==> src/rtl/alu_issue_if.sv <==
// Handshake and datapath bundle around the ALU issue stage.
// master: the issue block (drives in_ready, the ALU operand bus and the result stream).
// slave : its surroundings (decode upstream, the ALU, writeback downstream).
interface alu_issue_if #(
  parameter int XLEN = 32,
  parameter int RD_W = 5
) ();
  logic            in_valid;
  logic            in_ready;
  logic [6:0]      in_opcode;
  logic [2:0]      in_funct3;
  logic            in_f7b5;
  logic [XLEN-1:0] in_rs1;
  logic [XLEN-1:0] in_rs2;
  logic [XLEN-1:0] in_pc;
  logic [XLEN-1:0] in_imm;
  logic [RD_W-1:0] in_rd;
  logic [4:0]      alu_op;
  logic [XLEN-1:0] alu_a;
  logic [XLEN-1:0] alu_b;
  logic [XLEN-1:0] alu_result;
  logic            out_valid;
  logic            out_ready;
  logic [XLEN-1:0] out_result;
  logic [RD_W-1:0] out_rd;
  logic            out_zero;
  logic            out_illegal;

  modport master (
    input  in_valid, in_opcode, in_funct3, in_f7b5, in_rs1, in_rs2, in_pc, in_imm, in_rd,
    input  alu_result, out_ready,
    output in_ready, alu_op, alu_a, alu_b,
    output out_valid, out_result, out_rd, out_zero, out_illegal
  );

  modport slave (
    output in_valid, in_opcode, in_funct3, in_f7b5, in_rs1, in_rs2, in_pc, in_imm, in_rd,
    output alu_result, out_ready,
    input  in_ready, alu_op, alu_a, alu_b,
    input  out_valid, out_result, out_rd, out_zero, out_illegal
  );
endinterface

==> src/rtl/alu_issue.sv <==
// Execute-stage ALU issue: decodes RV32I opcode/funct3/funct7 into a 5-bit ALU op, picks
// operands, presents them to an external combinational ALU from an issue register (S1) and
// captures the ALU result in a result register (S2). Valid/ready on both sides, full backpressure.
module alu_issue #(
  parameter int XLEN = 32,
  parameter int RD_W = 5
) (
  input  logic          clk,
  input  logic          rst_n,
  input  logic          flush,
  alu_issue_if.master   bus
);

  localparam logic [4:0] OP_ADD  = 5'd0;
  localparam logic [4:0] OP_SUB  = 5'd1;
  localparam logic [4:0] OP_SLL  = 5'd2;
  localparam logic [4:0] OP_SLT  = 5'd3;
  localparam logic [4:0] OP_SLTU = 5'd4;
  localparam logic [4:0] OP_XOR  = 5'd5;
  localparam logic [4:0] OP_SRL  = 5'd6;
  localparam logic [4:0] OP_SRA  = 5'd7;
  localparam logic [4:0] OP_OR   = 5'd8;
  localparam logic [4:0] OP_AND  = 5'd9;

  localparam logic [6:0] OPC_OP     = 7'b0110011;
  localparam logic [6:0] OPC_OP_IMM = 7'b0010011;
  localparam logic [6:0] OPC_LUI    = 7'b0110111;
  localparam logic [6:0] OPC_AUIPC  = 7'b0010111;
  localparam logic [6:0] OPC_LOAD   = 7'b0000011;
  localparam logic [6:0] OPC_STORE  = 7'b0100011;
  localparam logic [6:0] OPC_BRANCH = 7'b1100011;

  // funct3 -> ALU op; alt selects SUB for 000 and SRA for 101
  function automatic logic [4:0] f3_to_op(input logic [2:0] f3, input logic alt);
    case (f3)
      3'b000:  f3_to_op = alt ? OP_SUB : OP_ADD;
      3'b001:  f3_to_op = OP_SLL;
      3'b010:  f3_to_op = OP_SLT;
      3'b011:  f3_to_op = OP_SLTU;
      3'b100:  f3_to_op = OP_XOR;
      3'b101:  f3_to_op = alt ? OP_SRA : OP_SRL;
      3'b110:  f3_to_op = OP_OR;
      3'b111:  f3_to_op = OP_AND;
      default: f3_to_op = OP_ADD;
    endcase
  endfunction

  logic            s1_valid_r;
  logic            s2_valid_r;
  logic [RD_W-1:0] s1_rd_r;
  logic            s1_illegal_r;
  logic            s2_adv_s;
  logic            s1_adv_s;
  logic            accept_s;
  logic [4:0]      dec_op_s;
  logic [XLEN-1:0] dec_a_s;
  logic [XLEN-1:0] dec_b_s;
  logic [XLEN-1:0] iss_b_s;
  logic            dec_illegal_s;

  assign s2_adv_s     = ~s2_valid_r | bus.out_ready;
  assign s1_adv_s     = s1_valid_r & s2_adv_s;
  assign bus.in_ready = ~flush & (~s1_valid_r | s2_adv_s);
  assign accept_s     = bus.in_valid & bus.in_ready;

  assign bus.out_valid = s2_valid_r;
  assign bus.out_zero  = (bus.out_result == {XLEN{1'b0}});

  // Decode the incoming op into ALU op code and raw operands
  always_comb begin
    dec_op_s      = OP_ADD;
    dec_a_s       = {XLEN{1'b0}};
    dec_b_s       = {XLEN{1'b0}};
    dec_illegal_s = 1'b0;
    case (bus.in_opcode)
      OPC_OP: begin
        dec_op_s = f3_to_op(bus.in_funct3, bus.in_f7b5);
        dec_a_s  = bus.in_rs1;
        dec_b_s  = bus.in_rs2;
      end
      OPC_OP_IMM: begin
        // ADDI has no SUB form: funct7 bit only matters for the right shift
        dec_op_s = f3_to_op(bus.in_funct3, bus.in_f7b5 & (bus.in_funct3 == 3'b101));
        dec_a_s  = bus.in_rs1;
        dec_b_s  = bus.in_imm;
      end
      OPC_LUI: begin
        dec_b_s = bus.in_imm;
      end
      OPC_AUIPC: begin
        dec_a_s = bus.in_pc;
        dec_b_s = bus.in_imm;
      end
      OPC_LOAD, OPC_STORE: begin
        dec_a_s = bus.in_rs1;
        dec_b_s = bus.in_imm;
      end
      OPC_BRANCH: begin
        dec_op_s = OP_SUB;
        dec_a_s  = bus.in_rs1;
        dec_b_s  = bus.in_rs2;
      end
      default: begin
        dec_illegal_s = 1'b1;
      end
    endcase
  end

  // Shifts only see the 5-bit shift amount on the operand bus
  always_comb begin
    iss_b_s = dec_b_s;
    if ((dec_op_s == OP_SLL) || (dec_op_s == OP_SRL) || (dec_op_s == OP_SRA)) begin
      iss_b_s = {{(XLEN-5){1'b0}}, dec_b_s[4:0]};
    end else begin
      iss_b_s = dec_b_s;
    end
  end

  // Issue stage: load on accept, empty on advance, alu_* keep last value when idle
  always_ff @(posedge clk or negedge rst_n) begin
    if (!rst_n) begin
      s1_valid_r   <= 1'b0;
      bus.alu_op   <= OP_ADD;
      bus.alu_a    <= {XLEN{1'b0}};
      bus.alu_b    <= {XLEN{1'b0}};
      s1_rd_r      <= {RD_W{1'b0}};
      s1_illegal_r <= 1'b0;
    end else if (flush) begin
      s1_valid_r <= 1'b0;
    end else if (accept_s) begin
      s1_valid_r   <= 1'b1;
      bus.alu_op   <= dec_op_s;
      bus.alu_a    <= dec_a_s;
      bus.alu_b    <= iss_b_s;
      s1_rd_r      <= bus.in_rd;
      s1_illegal_r <= dec_illegal_s;
    end else if (s1_adv_s) begin
      s1_valid_r <= 1'b0;
    end else begin
      s1_valid_r <= s1_valid_r;
    end
  end

  // Result stage: capture ALU output when S1 moves, drop when writeback takes it
  always_ff @(posedge clk or negedge rst_n) begin
    if (!rst_n) begin
      s2_valid_r      <= 1'b0;
      bus.out_result  <= {XLEN{1'b0}};
      bus.out_rd      <= {RD_W{1'b0}};
      bus.out_illegal <= 1'b0;
    end else if (flush) begin
      s2_valid_r <= 1'b0;
    end else if (s1_adv_s) begin
      s2_valid_r      <= 1'b1;
      bus.out_result  <= bus.alu_result;
      bus.out_rd      <= s1_rd_r;
      bus.out_illegal <= s1_illegal_r;
    end else if (bus.out_ready) begin
      s2_valid_r <= 1'b0;
    end else begin
      s2_valid_r <= s2_valid_r;
    end
  end

endmodule
==> src/flat_wrapper.sv <==
// flat-port wrapper written by rule: the top's interface ports become plain ports
module alu_issue_flat 
#(
  parameter int XLEN = 32,
  parameter int RD_W = 5
)
  (clk, rst_n, flush, bus_in_valid, bus_in_opcode, bus_in_funct3, bus_in_f7b5, bus_in_rs1, bus_in_rs2, bus_in_pc, bus_in_imm, bus_in_rd, bus_alu_result, bus_out_ready, bus_in_ready, bus_alu_op, bus_alu_a, bus_alu_b, bus_out_valid, bus_out_result, bus_out_rd, bus_out_zero, bus_out_illegal);
  alu_issue_if #(.XLEN(XLEN), .RD_W(RD_W)) bus_i ();
  input  logic clk;
  input  logic rst_n;
  input  logic flush;
  input wire logic [$bits(bus_i.in_valid)-1:0] bus_in_valid;
  input wire logic [$bits(bus_i.in_opcode)-1:0] bus_in_opcode;
  input wire logic [$bits(bus_i.in_funct3)-1:0] bus_in_funct3;
  input wire logic [$bits(bus_i.in_f7b5)-1:0] bus_in_f7b5;
  input wire logic [$bits(bus_i.in_rs1)-1:0] bus_in_rs1;
  input wire logic [$bits(bus_i.in_rs2)-1:0] bus_in_rs2;
  input wire logic [$bits(bus_i.in_pc)-1:0] bus_in_pc;
  input wire logic [$bits(bus_i.in_imm)-1:0] bus_in_imm;
  input wire logic [$bits(bus_i.in_rd)-1:0] bus_in_rd;
  input wire logic [$bits(bus_i.alu_result)-1:0] bus_alu_result;
  input wire logic [$bits(bus_i.out_ready)-1:0] bus_out_ready;
  output wire logic [$bits(bus_i.in_ready)-1:0] bus_in_ready;
  output wire logic [$bits(bus_i.alu_op)-1:0] bus_alu_op;
  output wire logic [$bits(bus_i.alu_a)-1:0] bus_alu_a;
  output wire logic [$bits(bus_i.alu_b)-1:0] bus_alu_b;
  output wire logic [$bits(bus_i.out_valid)-1:0] bus_out_valid;
  output wire logic [$bits(bus_i.out_result)-1:0] bus_out_result;
  output wire logic [$bits(bus_i.out_rd)-1:0] bus_out_rd;
  output wire logic [$bits(bus_i.out_zero)-1:0] bus_out_zero;
  output wire logic [$bits(bus_i.out_illegal)-1:0] bus_out_illegal;
  assign bus_i.in_valid = bus_in_valid;
  assign bus_i.in_opcode = bus_in_opcode;
  assign bus_i.in_funct3 = bus_in_funct3;
  assign bus_i.in_f7b5 = bus_in_f7b5;
  assign bus_i.in_rs1 = bus_in_rs1;
  assign bus_i.in_rs2 = bus_in_rs2;
  assign bus_i.in_pc = bus_in_pc;
  assign bus_i.in_imm = bus_in_imm;
  assign bus_i.in_rd = bus_in_rd;
  assign bus_i.alu_result = bus_alu_result;
  assign bus_i.out_ready = bus_out_ready;
  assign bus_in_ready = bus_i.in_ready;
  assign bus_alu_op = bus_i.alu_op;
  assign bus_alu_a = bus_i.alu_a;
  assign bus_alu_b = bus_i.alu_b;
  assign bus_out_valid = bus_i.out_valid;
  assign bus_out_result = bus_i.out_result;
  assign bus_out_rd = bus_i.out_rd;
  assign bus_out_zero = bus_i.out_zero;
  assign bus_out_illegal = bus_i.out_illegal;
  alu_issue #(.XLEN(XLEN), .RD_W(RD_W)) u_core (.clk(clk), .rst_n(rst_n), .flush(flush), .bus(bus_i));
endmodule
==> config.mk <==
export PLATFORM = sky130hd
export DESIGN_NAME = alu_issue_flat
export DESIGN_NICKNAME = d
export VERILOG_FILES = /design/src/rtl/alu_issue_if.sv /design/src/rtl/alu_issue.sv /design/src/flat_wrapper.sv
export SDC_FILE = /design/constraint.sdc
export NUM_CORES = 1
export LEC_CHECK = 0
export BUFFER_PORTS_ARGS = -buffer_cell sky130_fd_sc_hd__buf_2
export CAP_MARGIN = 25
export CORE_ASPECT_RATIO = 1.75
export CORE_MARGIN = 4
export CORE_UTILIZATION = 35
export CTS_BUF_LIST = sky130_fd_sc_hd__clkbuf_4
export DETAILED_ROUTE_END_ITERATION = 10
export PLACE_DENSITY = 0.65
export SYNTH_ARGS = -nofsm -noshare
export SYNTH_HDL_FRONTEND = slang
export SYNTH_SLANG_ARGS = --single-unit
==> constraint.sdc <==
create_clock -name clk -period 1.8 [get_ports clk]
set_clock_uncertainty 0.05 [all_clocks]
set_input_delay 0.36 -clock clk [delete_from_list [all_inputs] [get_ports clk]]
set_output_delay 0.36 -clock clk [all_outputs]
set_load 0.01 [all_outputs]
* After elaboration in Yosys (flattened, before gate mapping)
Index checks and enable logic that the tools add are counted.
** Storage, ports and cells
- Input port bits :: 181
- Bits in registers :: 115
- Word-level logic and storage cells :: 65
- Output and inout port bits :: 110
** Operators by class
- Eq/ne operators :: 17
- Bitwise logic cells :: 9
- Reduce and logical (&&, ||, !) cells :: 12
- Muxes and demuxes :: 17
** Operators by type and width (number)
- $pmux 32 s2 :: 2
- $pmux 5 s8 :: 2
- $logic_not 32->1 :: 1
- $mux 32 :: 1
- $eq 7x6->1 const B :: 3
- $pmux 5 s3 :: 1
- $eq 7x5->1 const B :: 2
- $eq 3x3->1 const B :: 4
- $mux 1 :: 11
- $eq 5x3->1 const B :: 2
- $reduce_or 5->1 :: 2
- $eq 7x2->1 const B :: 1
- $eq 7x7->1 const B :: 1
- $reduce_or 7->1 :: 1
- $eq 3x2->1 const B :: 2
- $reduce_bool 3->1 :: 2
- $eq 5x2->1 const B :: 1
- $and 1x1->1 :: 4
- $reduce_and 2->1 :: 2
- $eq 3x1->1 const B :: 1
- $logic_not 3->1 :: 1
- $not 1->1 :: 3
- $logic_or 1x1->1 :: 2
- $or 1x1->1 :: 2
- $reduce_or 2->1 :: 1

* Longest topological paths before layout
- Depth in word-level cells :: 9
- Depth in mapped cells :: 6
- Gate-level depth less buffers :: 4

* Worst setup path after synthesis
No wires, ideal clock.
- Kind :: register to register
- From :: reg u_core.s2_valid_r, in the netlist u_core.bus.out_valid
- To :: reg u_core.bus.out_result[11]
- Cell stages (with the launch flop) :: 6
- Required time :: 1625 ps
- Buffers on the path :: 2
- Data arrival time :: 1546 ps
- Library setup time :: 125 ps
- Path slack :: 79 ps
- Path through :: dfrtp_1 nor2b_1 nor3b_1 buf_2 buf_2 mux2_2
** On the way
- Cells in the longest elaborated chain, start to end :: 4
** RTL lines
- start: declaration :: line alu_issue.sv:49 : logic s2_valid_r;
- start signal: assignment :: line alu_issue.sv:161 : s2_valid_r <= s2_valid_r;
- $not 1->1 :: line alu_issue.sv:61 : assign s2_adv_s = ~s2_valid_r | bus.out_ready;
- $or 1x1->1 :: line alu_issue.sv:61
- $and 1x1->1 :: line alu_issue.sv:62 : assign s1_adv_s = s1_valid_r & s2_adv_s;
- $reduce_and 2->1 (no line)
- end signal: assignment :: line alu_issue.sv:148 : bus.out_result <= {XLEN{1'b0}};
- end signal: assignment :: line alu_issue.sv:155 : bus.out_result <= bus.alu_result;
- end: declaration :: line alu_issue_if.sv:33 : output out_valid, out_result, out_rd, out_zero, out_illegal
No other way between the ends.
A chain may end at the register's enable or synchronous reset.

* Final worst setup path
- From :: reg u_core.bus.out_result[10]
- To :: out bus_out_zero
** On the way
- Cells in the longest elaborated chain, start to end :: 1
** RTL lines
- $logic_not 32->1 :: line alu_issue.sv:67 : assign bus.out_zero = (bus.out_result == {XLEN{1'b0}});
- end: declaration :: line flat_wrapper.sv:30 : output wire logic [$bits(bus_i.out_zero)-1:0] bus_out_zero;
No other way between the ends.

==> results.txt <==
- Layer with the highest usage: met2
- After clock tree synthesis, the clock-pin slew on the worst setup and hold paths is 0.11 ns.
* Pin count of the biggest net entering global routing: 49
- The first global-routing pass estimated 25,600 µm of wire.
* Critical path type: flop to output pin
* Number of nets still failing antenna checks after routing: 0
* FILL cells: 1,278
- In the synthesized netlist the async set-or-reset flop fraction comes to 1.00.
- At the end of routability-driven placement, the weighted congestion stood at 0.862.
- At the end of the flow, the number of nets in the layout was 967.
- In this run the cell area of the synthesized design comes to 4960 µm².
- Post-Synthesis Mean Instance Area: 11.0 µm²
- Arrival time at the worst endpoint: 1.62 ns
- The flow ran to the end, but the final reports show violations.
* Detailed-route vias per instance: 5.02
* Top cell types by occurrence after synthesis: 114 x sky130_fd_sc_hd__dfrtp_1, 80 x sky130_fd_sc_hd__nor2_1, 48 x sky130_fd_sc_hd__nand2_1
- Max Cap Viol: 0
- Row count: 57
- Final critical-path share of the clock period: 1.13
* Biggest area contributors in the synthesized netlist: sky130_fd_sc_hd__dfrtp_1 57%, sky130_fd_sc_hd__mux2_2 8.8%, sky130_fd_sc_hd__a221oi_1 6.5%
- In this run, synthesis inferred 0 flip-flops with an integrated enable.
- The final number of max-transition violations is 0.
- Detailed placement ended at an HPWL of 12,600 µm.
- FMAX: 492 MHz
- The clock drives 114 sinks.
- The clock reaches the later pin of the worst-skew pair after 0.49 ns.
- Final period demand of the worst path: 2.03 ns
* Global routing met1 resource utilization: 0.217
- Summed over all cells, the static leakage comes to 3.67 nW.
- Die Width: 98.0 µm
- Worst-case hold slack: 0.0608 ns
- The initial utilization of the core area, before any placement, comes to 0.357.
* Failing checks: setup timing
- Compared with the post-synthesis result, the final layout area differs by 49.7%.
* Multi-input gate area in the final layout: 2020 µm²
* Sequential cell area: 2850 µm²
- Remaining Overflow, GRT: 0
- STA puts the critical path data required time at 1.39 ns.
- Most used DFF post-synth: sky130_fd_sc_hd__dfrtp_1
- Die boundary height: 166 µm
* Level count of the clock H-tree: 4
* Peak supply drop: 0.000430 V
- Post-synthesis sequential area ratio: 0.575
- Number of instances on the worst hold path: 2
- Num ports: 291
- Type of destination of the critical path: output pin
- STA classifies the critical path startpoint as a flop.
- Number of I/O port buffers: 289
- Setup total negative slack on the finished layout was measured at -0.234 ns.
* CTS root buffer: sky130_fd_sc_hd__clkbuf_4
* CTS Buf Count: 17
* Total Routing Usage GR: 0.199
- The floorplan step defined a die boundary enclosing 16,200 µm².
- Avg WL per Cell: 17.1 µm
* Vias in the first global route: 5,134
- Number of vias after detailed routing: 4,914
- For this run, the detailed router's first-pass iteration total came to 5.
* Warnings, synthesis: 0
* Initial antenna violation count: 2
- Met2 Track Usage GR: 0.362
- Syn_nets: 632
- Maximum clock insertion buffer count: 2
- The share of synthesized area in the top cell type comes to 0.575.
- Setup-failing EPs final: 1
- For this run, global-route usage on met3 was measured as 0.0454.
- Drc violations: 0
- Counting every instance in the synthesized netlist gives 451.
* Distinct cell type count after synthesis: 40
- In this run the worst path has a maximum fanout of 2.
* Area inside the core boundary: 13,900 µm²
- Clock tree from TritonCTS: done
- The final hold violation count was 0.
- Largest area contributor in the netlist: sky130_fd_sc_hd__dfrtp_1
- After the first detailed-routing iteration, the DRC count stood at 205.
- Share of cells above drive strength 1: 0.504
* Post-detailed-routing wire length: 16,700 µm
- The synthesized design contains 114 register bits.
* Power per unit of standard cell area: 823 nW/µm²
- Worst Reg-to-Reg Cells: 4
* Most numerous cell in the Yosys netlist: sky130_fd_sc_hd__dfrtp_1
- Fin worst setup slack: -0.234 ns
- Setup repair after global routing missed its margin: yes
* Hold WC Path Type: input port to flop
[routing by layer]
metal | vias up | share of wire
met5 | - | 0
met4 | 0 | 0.035
met2 | 216 | 0.55
li1 | 2304 | -
met3 | 40 | 0.063
met1 | 2354 | 0.35
[logic make-up after synthesis]
kind of cell,count (synthesis),share of synthesized area
AOI/OAI and AO/OA,103,0.157
xor gates and xnor gates,1,0.00176
buffers and inverters,35,0.0348
DFF,114,0.575
muxes,40,0.0905
other,1,0.000756
and+or+nand+nor,157,0.140
[worst max-delay path, cell delays in order (launching register included)]
cell                      delay, ns
sky130_fd_sc_hd__dfrtp_1       0.42
sky130_fd_sc_hd__nor4_4        0.34
sky130_fd_sc_hd__nand4_1       0.15
sky130_fd_sc_hd__nor2_1        0.10
sky130_fd_sc_hd__buf_2         0.13
[final timing paths]
| path | slack [ns] | end | from |
|---|---|---|---|
| max in group asynchronous | 0.83 | u_core.bus.alu_a[16]$_DFFE_PN0P_ | rst_n |
| min | 0.06 | u_core.bus.out_result[11]$_DFFE_PN0P_ | bus_alu_result[11] |
| min in group asynchronous | 0.23 | u_core.bus.alu_a[1]$_DFFE_PN0P_ | rst_n |
| max reg2reg | 0.15 | u_core.bus.out_result[26]$_DFFE_PN0P_ | u_core.bus.out_valid$_DFFE_PN0P_ |
| min reg2reg | 0.44 | u_core.s1_rd_r[4]$_DFFE_PN0P_ | u_core.s1_rd_r[4]$_DFFE_PN0P_ |
| max | -0.23 | bus_out_zero | u_core.bus.out_result[10]$_DFFE_PN0P_ |
[layout by cell type (no fill, tap or decap), types with 2 or more instances in the layout]
cell                            synthesis  final
sky130_fd_sc_hd__a221oi_1              37     37
sky130_fd_sc_hd__a22o_1                 2      2
sky130_fd_sc_hd__a22oi_1               27     27
sky130_fd_sc_hd__and2_4                 0      2
sky130_fd_sc_hd__buf_12                 0      7
sky130_fd_sc_hd__buf_2                  9    287
sky130_fd_sc_hd__buf_4                  4     18
sky130_fd_sc_hd__buf_6                  2      3
sky130_fd_sc_hd__clkbuf_4               0     17
sky130_fd_sc_hd__clkinv_2               0      4
sky130_fd_sc_hd__clkinv_4               0      4
sky130_fd_sc_hd__clkinvlp_4             0      4
sky130_fd_sc_hd__dfrtp_1              114    114
sky130_fd_sc_hd__diode_2                0      2
sky130_fd_sc_hd__dlygate4sd3_1          0     34
sky130_fd_sc_hd__inv_6                  0      3
sky130_fd_sc_hd__mux2_2                39     39
sky130_fd_sc_hd__nand2_1               48     47
sky130_fd_sc_hd__nand2b_1               4      4
sky130_fd_sc_hd__nand4_1                2      2
sky130_fd_sc_hd__nor2_1                80     79
sky130_fd_sc_hd__nor3b_4                0      2
sky130_fd_sc_hd__nor4_1                 9      4
sky130_fd_sc_hd__nor4_2                 0      4
sky130_fd_sc_hd__o21ai_0                3      3
sky130_fd_sc_hd__o21ai_1               27     27
[stage by stage]
stage / setup slack, ns / power (mW) / instances / util / instance area (µm²)
CTS: -0.287 / 6.19 / 974 / 0.531 / 7380
floorplan: 0.0788 / 3.66 / 451 / - / 4960
finish: -0.234 / 6.11 / 978 / 0.534 / 7430
global route: -0.351 / 6.46 / 978 / 0.534 / 7430
detailed placement: 0.0206 / 4.41 / 902 / 0.482 / 6710
global placement: 0.0537 / 4.36 / 902 / 0.482 / 6710
[report_power, final]
part | switching, mW | internal, mW
Clock | 1.06 | 0.554
Combinational | 0.689 | 0.722
Sequential | 0.221 | 2.87
[final cells by class]
class | count | share of cell area
Clock buffer | 17 | 0.0172
Multi-Input combinational cell | 302 | 0.272
Antenna cell | 2 | 0.000673
Timing Repair Buffer | 349 | 0.281
Tap cell | 177 | 0.0298
Clock inverter | 15 | 0.0150
Sequential cell | 114 | 0.384
Inverter | 2 | 0.00101
[flip-flops by register name, summed over array words and instances, names as in the netlist]
register,count
u_core.bus.out_valid,1
u_core.bus.out_rd,5
u_core.bus.out_illegal,1
u_core.bus.alu_op,4
u_core.bus.alu_b,32
u_core.bus.out_result,32
u_core.s1_illegal_r,1
u_core.s1_valid_r,1
u_core.s1_rd_r,5
u_core.bus.alu_a,32
[what timing repair did]
action                                 4_1_cts  5_1_grt
pin swaps                                    6        1
setup buffers                                7        1
hold buffers                                33        1
gates resized for setup                      9        8
setup endpoints to repair                    4       47
endpoints found under the hold margin      122        1
Note: power is estimated with default switching activity, not from simulation.
